<file path="config.mk">
export PLATFORM = sky130hd
export DESIGN_NAME = code_loader
export DESIGN_NICKNAME = d
export VERILOG_FILES = /design/src/rtl/code_loader.sv
export SDC_FILE = /design/constraint.sdc
export NUM_CORES = 1
export LEC_CHECK = 0
export CAP_MARGIN = 0
export CORE_MARGIN = 2
export CORE_UTILIZATION = 40
export CTS_CLUSTER_SIZE = 30
export DETAILED_ROUTE_END_ITERATION = 10
export GPL_TIMING_DRIVEN = 0
export PLACE_DENSITY = 0.65
export SLEW_MARGIN = 20
export SYNTH_ARGS = -nofsm -noshare
export SYNTH_HDL_FRONTEND = slang
export SYNTH_SLANG_ARGS = --single-unit
</file>
<file path="constraint.sdc">
create_clock -name i_clk -period 1.8 [get_ports i_clk]
set_input_delay 0.36 -clock i_clk [delete_from_list [all_inputs] [get_ports i_clk]]
set_output_delay 0.36 -clock i_clk [all_outputs]
set_load 0.01 [all_outputs]
</file>
<file path="src/rtl/code_loader.sv">
// Byte-serial loader for the 256x16 code memory: COUNT, then HI/LO pairs, CPU held while loading.
// Optional trailing zero-sum checksum byte when CODE_LOADER_CHECKSUM_EN is defined.
module code_loader #(
    parameter logic [7:0]  START_ADDR     = 8'h00,
    parameter int unsigned TIMEOUT_CYCLES = 1000000
) (
    input  logic        i_clk,
    input  logic        i_rst_n,
    input  logic        i_load,
    input  logic [7:0]  i_rx_data,
    input  logic        i_rx_valid,
    output logic        o_rx_ready,
    output logic [7:0]  o_mem_address,
    output logic [15:0] o_mem_data,
    output logic        o_mem_we,
    output logic        o_cpu_halt,
    output logic        o_busy,
    output logic        o_done,
    output logic        o_error
);
    localparam int TW = $clog2(TIMEOUT_CYCLES + 1);
    localparam logic [TW-1:0] TMO_LAST = TW'(TIMEOUT_CYCLES - 1);

    typedef enum logic [2:0] {
        S_IDLE, S_COUNT, S_HI, S_LO, S_WRITE,
`ifdef CODE_LOADER_CHECKSUM_EN
        S_CHECK,
`endif
        S_FINISH
    } state_t;

    state_t         r_state, w_next;
    logic [7:0]     r_count, r_idx, r_hi, r_addr;
    logic [15:0]    r_data;
    logic           r_error;
    logic [TW-1:0]  r_tmo;
    logic           w_rx_state, w_xfer, w_tmo_hit, w_last, w_chk_bad;

`ifdef CODE_LOADER_CHECKSUM_EN
    logic [7:0]     r_sum;
    assign w_rx_state = (r_state == S_COUNT) || (r_state == S_HI) ||
                        (r_state == S_LO) || (r_state == S_CHECK);
    assign w_chk_bad  = (r_state == S_CHECK) && w_xfer && (8'(r_sum + i_rx_data) != 8'h00);
`else
    assign w_rx_state = (r_state == S_COUNT) || (r_state == S_HI) || (r_state == S_LO);
    assign w_chk_bad  = 1'b0;
`endif

    assign w_xfer    = i_rx_valid && w_rx_state;
    assign w_tmo_hit = w_rx_state && !w_xfer && (r_tmo == TMO_LAST);
    // COUNT of 0 means 256 words: 0 - 1 wraps to index 8'hFF
    assign w_last    = (r_idx == 8'(r_count - 8'd1));

    assign o_rx_ready    = w_rx_state;
    assign o_mem_we      = (r_state == S_WRITE);
    assign o_done        = (r_state == S_FINISH);
    assign o_busy        = (r_state != S_IDLE);
    assign o_cpu_halt    = (r_state != S_IDLE);
    assign o_error       = r_error;
    assign o_mem_address = r_addr;
    assign o_mem_data    = r_data;

    always_comb begin
        w_next = r_state;
        case (r_state)
            S_IDLE:   if (i_load) w_next = S_COUNT;
            S_COUNT:  if (w_xfer) w_next = S_HI;
            S_HI:     if (w_xfer) w_next = S_LO;
            S_LO:     if (w_xfer) w_next = S_WRITE;
`ifdef CODE_LOADER_CHECKSUM_EN
            S_WRITE:  w_next = w_last ? S_CHECK : S_HI;
            S_CHECK:  if (w_xfer) w_next = w_chk_bad ? S_IDLE : S_FINISH;
`else
            S_WRITE:  w_next = w_last ? S_FINISH : S_HI;
`endif
            S_FINISH: w_next = S_IDLE;
            default:  w_next = S_IDLE;
        endcase
        if (w_tmo_hit) w_next = S_IDLE;
    end

    always_ff @(posedge i_clk or negedge i_rst_n) begin
        if (!i_rst_n) r_state <= S_IDLE;
        else          r_state <= w_next;
    end

    always_ff @(posedge i_clk or negedge i_rst_n) begin
        if (!i_rst_n) begin
            r_count <= '0;
            r_idx   <= '0;
            r_hi    <= '0;
            r_addr  <= '0;
            r_data  <= '0;
            r_error <= 1'b0;
            r_tmo   <= '0;
        end else begin
            if (r_state == S_IDLE && i_load) begin
                r_idx   <= '0;
                r_error <= 1'b0;
            end
            if (w_tmo_hit || w_chk_bad) r_error <= 1'b1;
            if (w_xfer && r_state == S_COUNT) r_count <= i_rx_data;
            if (w_xfer && r_state == S_HI)    r_hi    <= i_rx_data;
            // address/data change only on entry to WRITE so they hold between writes
            if (w_xfer && r_state == S_LO) begin
                r_data <= {r_hi, i_rx_data};
                r_addr <= 8'(START_ADDR + r_idx);
            end
            if (r_state == S_WRITE) r_idx <= r_idx + 8'd1;
            if (!w_rx_state || w_xfer || w_tmo_hit) r_tmo <= '0;
            else                                    r_tmo <= r_tmo + 1'b1;
        end
    end

`ifdef CODE_LOADER_CHECKSUM_EN
    always_ff @(posedge i_clk or negedge i_rst_n) begin
        if (!i_rst_n)                          r_sum <= '0;
        else if (r_state == S_IDLE && i_load)  r_sum <= '0;
        else if (w_xfer)                       r_sum <= 8'(r_sum + i_rx_data);
    end
`endif

endmodule

</file>
==> summary.md <==
| Metric | Value |
|---|---|
| Share of the cycle needed by the critical path after routing | `111%` |
| Post-Route WL | `7100 µm` |
| Vias per inst | `5.03` |
| CTS max path bufs | `2` |
| Pwr dens | `1480 mW/mm²` |
| Post-DP HPWL | `4590 µm` |
| First-pass GRT wire length | `11200 µm` |
| Total CTS buffers | `9` |
| Drt initial violations | `113` |
| Share of the synthesized area in the top cell type | `53.6%` |
| Synth async-reset ratio | `100%` |
| Post-route ant nets | `0` |
| Final setup fails | `5` |
| Setup TNS | `-0.546 ns` |
| Syn_area_per_cell | `11.5 µm²` |
| Outcome | `complete, but fails checks` |
| Rel. slew slack | `68.1%` |
| Most frequent cells in the layout | `dfrtp_1 (71), mux2_2 (39), clkdlybuf4s50_1 (34), nor2_1 (31), buf_4 (20)` |
| Placed Area | `0.00393 mm²` |
| EDFF count, synth | `0` |
| Setup slack, reg-to-reg | `-0.20 ns` |
| PnR worst setup slack | `-0.198 ns` |
| Worst Setup EP | `r_state[0]` |
| Yosys warns | `0` |
| Initial Utilization | `41.2%` |
| Leakage | `1.89 nW` |
| Clock slew at reported path FFs | `0.07 ns` |
| Peak fanout along the critical path | `5` |
| DRC | `0` |
| Tot Pwr | `6.51 mW` |
| IO buf count | `40` |
| Most common cell after layout, fill and taps aside | `dfrtp_1` |
| Worst IR Drop VDD | `0.672 mV` |
| Worst skew pair latency | `0.34 ns` |
| R2R Path End | `r_state[0]` |
| Final nets | `380` |
| Chip width | `95.7 µm` |
| Slew Viols, Final | `0` |
| Worst endpoint required time | `2.04 ns` |
| Die Area | `0.00916 mm²` |
| Hold Fails Final Rpt | `0` |
| Seq/Total Area, Yosys | `53.6%` |
| Share of post-route cells with drive strength above 1 | `31.7%` |
| RSZ-0062 raised after global routing | `yes` |
| Mapped Nets | `308` |
| CP startpoint kind | `register` |
| Die Ht | `95.7 µm` |
| Post-synthesis cell type count | `51` |
| CTS Sinks | `72` |
| Detailed-route via count | `2386` |
| Cell taking the most area after synthesis | `dfrtp_1` |
| Synth Flop Type | `dfrtp_1` |
| Clock Skew | `0.00476 ns` |
| Antenna cells | `0` |
| Top-Level Pins | `42` |
| Endpoint class of the critical path | `register` |
| Total global-route track usage | `16.0%` |
| Minimum clock period | `2.00 ns` |
| FF-to-FF Start | `r_count[1]` |
| H-Tree Depth | `3` |
| Min-Delay Path Class | `input pin to async pin` |
| Pin count of the biggest net entering global routing | `52` |
| DRT Pass-1 Iters | `4` |
| Number of global-route vias before repair | `2341` |
| Register bit total from synthesis | `72` |
| FMAX | `501 MHz` |
| CTS tree | `yes` |
| Worst Tran Pin Value | `0.476 ns` |
| Final instance area | `0.00441 mm²` |
| CORE AREA | `0.00818 mm²` |
| Layout area overhead | `31.0%` |
| Failing checks | `negative setup slack` |
| CP arrival | `2.24 ns` |
| MaxCap Viol Count | `0` |
| GRT overflow | `0` |
| Launch point of the worst path | `r_count[1]` |
| Initial antenna violation count | `0` |
| Post-synthesis cell count | `293` |
| Rows | `33` |
| Mapped Area | `0.00336 mm²` |
| Synth top area cells | `dfrtp_1 (54%), mux2_2 (13%), xor2_1 (4.7%)` |
| RePlAce Congestion | `0.847` |
| Root Buffer | `clkbuf_8` |
| CP Class | `register to register` |
| DR WL/cell | `15.0 µm` |
| Worst R2R Path Depth | `8` |
through the flow:
stage | std cells | worst slack, ns | hold slack, ns | util, %
2_1_floorplan | 293 | -0.0883 | 0.0644 | -
6_report | 474 | -0.198 | 0.454 | 53.9
5_1_grt | 474 | -0.266 | 0.466 | 53.9
3_3_place_gp | 438 | -2.09 | 0.477 | 47.8
3_5_place_dp | 439 | -0.364 | 0.274 | 48.1
4_1_cts | 464 | -0.0946 | 0.452 | 52.2
flip-flops by register name (all words and copies together), names as in the netlist:
signal         cells
r_idx              8
r_tmo             20
r_hi               8
o_error            1
r_count            8
o_mem_address      8
o_mem_data        16
r_state            3
logic make-up (layout without fill, tap and decap cells):
logic type / count (synthesis) / in the layout / synth area share, %
AND/OR/NAND/NOR: 100 / 100 / 15.5
flip-flops: 72 / 72 / 53.6
multiplexers: 40 / 40 / 13.4
XOR/XNOR: 31 / 31 / 8.29
AO/OA/AOI/OAI: 29 / 29 / 5.69
buffers and inverters: 18 / 94 / 2.45
adder cells (fa/ha/maj): 3 / 3 / 1.12
timing repair:
item | CTS | global route
resized for setup | 37 | 21
setup buffers | 10 | 10
hold buffers | 1 | 0
setup endpoints to repair | 18 | 52
hold endpoints to repair | 21 | 0
pin swaps | 8 | 9
cell usage after synthesis, types with 2 or more instances:
master and instances:
inv_1 3, nor3_1 2, xor2_1 18, nand3_1 10, nor4b_1 2, nand4b_1 2
and3_1 3, nor4_1 2, mux2_2 39, ha_1 3, clkbuf_1 4, xnor2_1 12
a21oi_1 2, nor2_1 33, and4_1 2, buf_2 8, nand3b_1 2, nand4_1 6
nand2_1 21, a22o_1 4, o21ai_0 13, nor2_2 2, dfrtp_1 72
routing by layer:
| layer | up-vias | track usage [%] | part of all wire [%] |
|---|---|---|---|
| li1 | 1162 | - | - |
| met1 | 1187 | 19.8 | 44 |
| met2 | 30 | 27.2 | 52 |
| met3 | 7 | 5.01 | 3.0 |
| met4 | 0 | 4.52 | 0.89 |
| met5 | - | 0 | 0 |
worst max-delay path, stage by stage, from the launching register on:
cell      delay (ns)
dfrtp_2         0.45
inv_2           0.09
ha_4            0.15
nand2_2         0.06
mux2i_1         0.17
a21oi_1         0.10
a2111o_1        0.47
or2_0           0.25
o22ai_1         0.17
worst min path at each step:
stage	start	endpoint	slack, ns
2_1_floorplan	i_rst_n	o_error	0.06
3_3_place_gp	r_tmo[0]	r_tmo[0]	0.48
3_5_place_dp	i_rst_n	o_mem_data[14]	0.27
4_1_cts	i_rst_n	o_mem_data[14]	0.45
5_1_grt	i_rst_n	o_mem_data[14]	0.47
6_report	i_rst_n	o_mem_data[14]	0.45
report_power, final:
group | internal, mW | switching [mW] | total, mW
registers | 2.10 | 0.342 | 2.44
logic | 1.61 | 1.23 | 2.84
clock network | 0.664 | 0.560 | 1.22
total | 4.38 | 2.13 | 6.51
final cells by class:
| cell class | count | area [µm²] |
|---|---|---|
| Timing Repair Buffer | 62 | 582 |
| Multi-Input combinational cell | 203 | 1590 |
| Inverter | 4 | 20.0 |
| Clock inverter | 4 | 45.0 |
| Clock buffer | 11 | 141 |
| Fill cell | 702 | 3770 |
| Buffer | 13 | 100 |
| Sequential cell | 72 | 1800 |
| Tap cell | 105 | 131 |
Power figures use the tool's default switching activity.
